File: src/rtl/frag_fifo.sv
`default_nettype none
// ============================================================================
// Module   : frag_fifo
// Purpose  : Fragment buffer between the bounding-box traverser and the
//            fragment shading stage. Assembles addressed word writes
//            (addr 0 = x, addr 1 = y, addr 2.. = attributes) into whole
//            fragments, holds up to DEPTH of them, and streams them out
//            word by word over a valid/ready interface.
// Ports    : clk, reset (async, active-high)
//            wr_data/wr_addr/wr_en/frag_last  - traverser write side
//            rd_data/rd_addr/rd_last/rd_valid/rd_ready - shader read side
//            ovf_clear                        - clears sticky overflow
//            full/empty/threshold/overflow/underflow - status to traverser
// Revision : 1.0 - initial release
// ============================================================================
module frag_fifo #(
  parameter int DATA_WIDTH = 32,
  parameter int ADDR_WIDTH = 4,
  parameter int DEPTH      = 4,
  parameter int THRESHOLD  = 3
) (
  input  logic                  clk,
  input  logic                  reset,
  input  logic [DATA_WIDTH-1:0] wr_data,
  input  logic [ADDR_WIDTH-1:0] wr_addr,
  input  logic                  wr_en,
  input  logic [ADDR_WIDTH-1:0] frag_last,
  output logic [DATA_WIDTH-1:0] rd_data,
  output logic [ADDR_WIDTH-1:0] rd_addr,
  output logic                  rd_last,
  output logic                  rd_valid,
  input  logic                  rd_ready,
  input  logic                  ovf_clear,
  output logic                  full,
  output logic                  empty,
  output logic                  threshold,
  output logic                  overflow,
  output logic                  underflow
);

  localparam int                PTR_W    = $clog2(DEPTH);
  localparam int                CNT_W    = PTR_W + 1;
  localparam int                WORDS    = 1 << ADDR_WIDTH;
  localparam logic [CNT_W-1:0]  C_DEPTH  = CNT_W'(DEPTH);
  localparam logic [CNT_W-1:0]  C_THRESH = CNT_W'(THRESHOLD);

  // Fragment storage; contents are don't-care until written.
  logic [DATA_WIDTH-1:0] mem_q  [DEPTH][WORDS];
  logic [ADDR_WIDTH-1:0] last_q [DEPTH];

  logic [PTR_W-1:0]      wptr_q,   wptr_d;
  logic [PTR_W-1:0]      rptr_q,   rptr_d;
  logic [CNT_W-1:0]      count_q,  count_d;
  logic [ADDR_WIDTH-1:0] rd_idx_q, rd_idx_d;
  logic                  open_q,   open_d;
  logic                  ovf_q,    ovf_d;
  logic                  unf_q,    unf_d;

  logic w_start, w_open_start, w_drop, w_body, w_store, w_commit;
  logic w_is_last, w_pop, w_pop_last;

  // --------------------------------------------------------------------------
  // Write-side decode
  // --------------------------------------------------------------------------
  always_comb begin
    w_start      = wr_en && (wr_addr == '0);
    w_open_start = w_start && !full;
    w_drop       = w_start && full;
    w_body       = wr_en && (wr_addr != '0) && open_q;
    w_store      = w_open_start || w_body;
    // A single-word fragment (frag_last==0) commits on its own addr-0 write.
    w_commit     = (w_open_start && (frag_last == '0)) ||
                   (w_body && (wr_addr == last_q[wptr_q]));
  end

  // --------------------------------------------------------------------------
  // Read-side decode
  // --------------------------------------------------------------------------
  always_comb begin
    w_is_last  = (rd_idx_q == last_q[rptr_q]);
    w_pop      = rd_valid && rd_ready;
    w_pop_last = w_pop && w_is_last;
  end

  // --------------------------------------------------------------------------
  // Next-state logic
  // --------------------------------------------------------------------------
  always_comb begin
    wptr_d   = wptr_q;
    rptr_d   = rptr_q;
    count_d  = count_q;
    rd_idx_d = rd_idx_q;
    open_d   = open_q;

    // An addr-0 write while open simply restarts the same slot.
    if (w_open_start) open_d = 1'b1;
    if (w_drop)       open_d = 1'b0;
    if (w_commit) begin
      open_d = 1'b0;
      wptr_d = wptr_q + PTR_W'(1);
    end

    if (w_pop) begin
      if (w_is_last) begin
        rd_idx_d = '0;
        rptr_d   = rptr_q + PTR_W'(1);
      end else begin
        rd_idx_d = rd_idx_q + ADDR_WIDTH'(1);
      end
    end

    // Commit and final pop together leave the count unchanged.
    case ({w_commit, w_pop_last})
      2'b10:   count_d = count_q + CNT_W'(1);
      2'b01:   count_d = count_q - CNT_W'(1);
      default: count_d = count_q;
    endcase

    // A drop in the same cycle as a clear wins, keeping overflow set.
    ovf_d = w_drop || (ovf_q && !ovf_clear);
    unf_d = rd_ready && (count_q == '0);
  end

  // --------------------------------------------------------------------------
  // Control registers
  // --------------------------------------------------------------------------
  always_ff @(posedge clk or posedge reset) begin
    if (reset) begin
      wptr_q   <= '0;
      rptr_q   <= '0;
      count_q  <= '0;
      rd_idx_q <= '0;
      open_q   <= 1'b0;
      ovf_q    <= 1'b0;
      unf_q    <= 1'b0;
    end else begin
      wptr_q   <= wptr_d;
      rptr_q   <= rptr_d;
      count_q  <= count_d;
      rd_idx_q <= rd_idx_d;
      open_q   <= open_d;
      ovf_q    <= ovf_d;
      unf_q    <= unf_d;
    end
  end

  // --------------------------------------------------------------------------
  // Storage (no reset)
  // --------------------------------------------------------------------------
  always_ff @(posedge clk) begin
    if (w_store)      mem_q[wptr_q][wr_addr] <= wr_data;
    if (w_open_start) last_q[wptr_q]         <= frag_last;
  end

  // --------------------------------------------------------------------------
  // Outputs. Data and last are gated by valid so nothing undefined escapes
  // from unwritten storage while the buffer is empty.
  // --------------------------------------------------------------------------
  always_comb begin
    rd_valid  = (count_q != '0);
    rd_data   = rd_valid ? mem_q[rptr_q][rd_idx_q] : '0;
    rd_addr   = rd_idx_q;
    rd_last   = rd_valid && w_is_last;
    full      = (count_q == C_DEPTH);
    empty     = (count_q == '0);
    threshold = (count_q >= C_THRESH);
    overflow  = ovf_q;
    underflow = unf_q;
  end

endmodule
`default_nettype wire

File: config.mk
export PLATFORM = sky130hd
export DESIGN_NAME = frag_fifo
export DESIGN_NICKNAME = d
export VERILOG_FILES = /design/src/rtl/frag_fifo.sv
export SDC_FILE = /design/constraint.sdc
export NUM_CORES = 2
export LEC_CHECK = 0
export CAP_MARGIN = 30
export CORE_UTILIZATION = 50
export DETAILED_ROUTE_END_ITERATION = 12
export MAX_ROUTING_LAYER = met4
export PLACE_DENSITY = 0.76
export SLEW_MARGIN = 20
export SYNTH_ARGS = -nofsm -noshare
export SYNTH_HDL_FRONTEND = slang
export SYNTH_SLANG_ARGS = --single-unit
File: constraint.sdc
create_clock -name clk -period 3.96 [get_ports clk]
set_clock_uncertainty 0.05 [all_clocks]
set_input_delay 0.594 -clock clk [delete_from_list [all_inputs] [get_ports clk]]
set_output_delay 0.594 -clock clk [all_outputs]
set_load 0.05 [all_outputs]
==> run summary <==
Total power: 68,300 uW. The final-report hold violation count was 0; the final period demand of the worst path was 4.19 ns. Cell count of the worst hold path: 1. The run gives 0.837 as the placer's final routability congestion estimate. The cell count after synthesis came out at 3,592. Global routing used 43.9% of the available met2 tracks. For this design, the sink count on the clock tree is 2,078. The tools report the global route total overflow as 0.

Most congested layer reported by global routing: met2. Final number of max-transition violations: 0. The port buffer count came out at 87. The share of layout cells above drive strength 1 is 34.6%, and the number of cell instances on the worst register-to-register path is 14. The initialized floorplan defines 146 standard-cell rows.

In the final design database the tool counted 4,144 nets. The initial utilization of the core area, before any placement, comes to 50.4%. Across all layers, the routed design uses 42,601 vias. Number of global-route vias before repair: 42,218. After detailed routing, the average wire length per cell comes to 36.7 um. The cell leakage power is 0.0310 uW, and the multi-input logic area is 17,700 um2. The clock-pin slew on the worst setup and hold paths came out at 0.06 ns. TritonCTS built the clock tree. The length of the first detailed-routing pass in iterations is 6, and the number of flops mapped to enable cells by yosys is 2,064. In this run the number of H-tree levels came out at 4.

The total wirelength of the detailed-routed design was 232 mm. Clock latency on the worst-skew pair, taken at its later pin, is 0.83 ns. After detailed routing, the number of remaining DRC violations is 0.

The run gives 16 as the number of antenna violations at the first check in global routing. Setup repair after global routing could not meet its margin everywhere. After detailed placement, the total cell area comes to 85,300 um2. The tools report the data required time of the critical path as 3.32 ns. STA classifies the critical path endpoint as an output port.

At the pin with the least slew margin, the transition time is 1.01 ns. In the global route stage, overall resource usage came out at 28.8%. After layout, the worst path uses 106% of the clock period. The maximum fanout count along the critical path is 9, and the number of ports placed on the die boundary is 88.

Timing would allow up to 239 MHz. The run finished, with violations left. For the half-perimeter wire length after placement, the log shows 122 mm. The via count normalized by instance count is 6.73, and the DRC marker count from the first detailed-route iteration is 7,276. The relative max-transition margin was 32.8%; the areal power density over the cells was 715 nW/um2. The startpoint kind of the worst setup timing path was a register.

Buffers inserted to repair hold after CTS numbered 0. The most used flip-flop cell after synthesis is edfxtp_1. The library cells used most frequently in the layout, excluding fill and tap cells, are 2,064 x edfxtp_1, 434 x mux4_2, 240 x buf_4, 222 x mux2i_1, 214 x clkbuf_16.

Entering global routing, the biggest net connects 65 pins. The number of different library cells used by synthesis comes to 55. Synthesis inferred 2,078 register bits. The tree is rooted in a clkbuf_16. The wire length of the first global-routing pass was 315 mm; the number of nets still failing antenna checks after routing was 0. Compared with the post-synthesis result, the final layout area differs by 19.4%. In this run the vertical extent of the chip is 402 um. The run gives 0 as the max-capacitance violation count.

The tightest min-delay check is of the in2reg type. A synthesized cell averages 22.2 um2. For the number of nets in the synthesized netlist, the log shows 3,644.

Counting the fill cells in the layout gives 10,371. The worst path setup slack after routing came out at -0.232 ns. VDD sags by at most 620 uV. By startpoint and endpoint, the worst setup path is classified as reg2out.

The checks that failed: negative setup slack. The logs give 7.32% for the met3 track demand over resource in global routing and 159,000 um2 for the area of the placeable core. The sequential cells in the finished layout cover a total of 62,300 um2. The floorplan step set the die width to 402 um. At the worst endpoint, the arrival time is 3.55 ns. For the die footprint, the log shows 161,000 um2. Setup violations remaining at the end of the flow were counted as 28. The tools report the final design instance area without fill as 95,400 um2. The TritonCTS buffer count was 194; the sequential element share of the synthesized area was 78.0%. The clock passes through at most 3 buffers. For this run, the number of Yosys warnings is 0. The share of synthesized registers carrying an async set or reset came out at 0.674%. The most common library cell in the layout ignoring fill and taps was edfxtp_1. The cell area after synthesis was 79,900 um2; the global routing usage on met1 was 37.6%.
-- worst paths after layout --
kind / startpoint / endpoint / slack, ns
worst min register to register: count_q[2]$_DFFE_PP0P_ / count_q[2]$_DFFE_PP0P_ / 0.47
max in group asynchronous: reset / rd_addr[1]$_DFFE_PP0N_ / 2.91
worst max-delay path: rptr_q[0]$_DFFE_PP0P_ / rd_data[29] / -0.23
worst min-delay path: wr_data[19] / mem_q[1][339]$_DFFE_PP_ / 0.13
worst max register to register: rptr_q[0]$_DFFE_PP0P_ / count_q[2]$_DFFE_PP0P_ / 0.81
min in group asynchronous: reset / underflow$_DFF_PP0_ / 0.31
-- cells in the mapped netlist, types with 2 or more instances --
cell          n  share of area [%]
a2111oi_0     3              0.033
a211o_1       3              0.033
a211oi_1     85               0.80
a21oi_1      55               0.34
a221oi_1      6              0.066
a22o_1       37               0.41
a22oi_1      44               0.41
a31oi_1       7              0.055
and2_1       75               0.59
and3_1        5              0.039
buf_1        16              0.075
buf_12        2              0.050
buf_2        60               0.38
buf_4        30               0.28
buf_6        26               0.37
clkbuf_1     71               0.33
dfrtp_1      14               0.44
edfxtp_1   2064                 78
ha_1          6              0.094
inv_1        10              0.047
mux2i_1     243                3.0
mux4_1        3              0.099
mux4_2      434                 12
nand2_1      42               0.20
nand2b_1      6              0.047
nand3_1      10              0.063
nand3b_1      3              0.028
nand4_1       2              0.016
nor2_1       22               0.10
nor2b_1       8              0.063
nor3_1        6              0.038
nor3b_1       4              0.038
o21ai_0      36               0.23
o21ai_1       7              0.044
o21bai_1      2              0.019
o221ai_1     34               0.37
o22ai_1      79               0.62
or3_1         2              0.016
or3b_2        2              0.022
xnor2_1       7              0.077
xor2_1        7              0.077
-- where the power goes --
group / switching [uW] / leakage, uW / internal (uW)
Clock: 8080 / 0.00294 / 9990
Combinational: 14000 / 0.00930 / 11500
Sequential: 241 / 0.0187 / 24500
Total: 22300 / 0.0310 / 46000
-- registers in the layout, summed over array words and instances (netlist names), 2 cells and up --
name / cells
mem_q: 2048
rptr_q: 2
last_q: 16
rd_addr: 4
wptr_q: 2
count_q: 3
-- area by class of cell --
cell class,count,share of cell area [%]
inverter,11,0.0498
timing repair buffer,510,6.99
tap,2072,2.72
clock buffer,239,5.31
clock inverter,107,0.998
sequential,2078,65.3
multi-input combinational,1297,18.6
antenna,15,0.0393
-- per-layer routing --
metal  vias up  routed length [um]
met5         -                   0
met4         0               10100
met3       622               31700
met2      3556              110000
met1     22145               80200
li1      16278                   -
-- metrics by stage --
step / util, % / instances / setup slack (ns) / hold slack [ns] / setup TNS [ns]
global route: 60.2 / 6325 / -0.272 / 0.116 / -3.31
finish: 60.2 / 6329 / -0.232 / 0.133 / -2.06
floorplan: - / 3592 / 0.207 / 0.420 / 0
CTS: 59.0 / 6217 / -0.164 / 0.113 / -2.23
detailed placement: 53.8 / 5791 / 0.215 / 0.455 / 0
global placement: 53.6 / 5778 / 0.240 / 0.462 / 0
-- cells by family (layout without fill, tap and decap cells) --
logic type	Yosys count	after routing	share of synthesized area, %
muxes	681	681	15.4
xor gates and xnor gates	14	14	0.153
adders and majority gates	7	7	0.119
buffers and inverters	217	867	1.54
DFF	2078	2078	78.0
AOI/OAI and AO/OA	405	405	3.50
and+or+nand+nor	190	190	1.29
other	0	15	0
-- worst max-delay path: stages (launching register included) --
cell and delay (ns):
dfrtp_4 0.51, buf_12 0.15, buf_12 0.14, buf_16 0.15
buf_12 0.14, mux4_2 0.34, mux2i_1 0.12, o21bai_2 0.28
a21oi_2 0.13, o41ai_4 0.54, buf_12 0.21
-- timing repair --
action,CTS,global route
setup buffers,64,82
pin swaps,31,59
setup endpoints to repair,34,33
cloned,17,18
resized for setup,265,138
(Power assumes the default switching activity.)
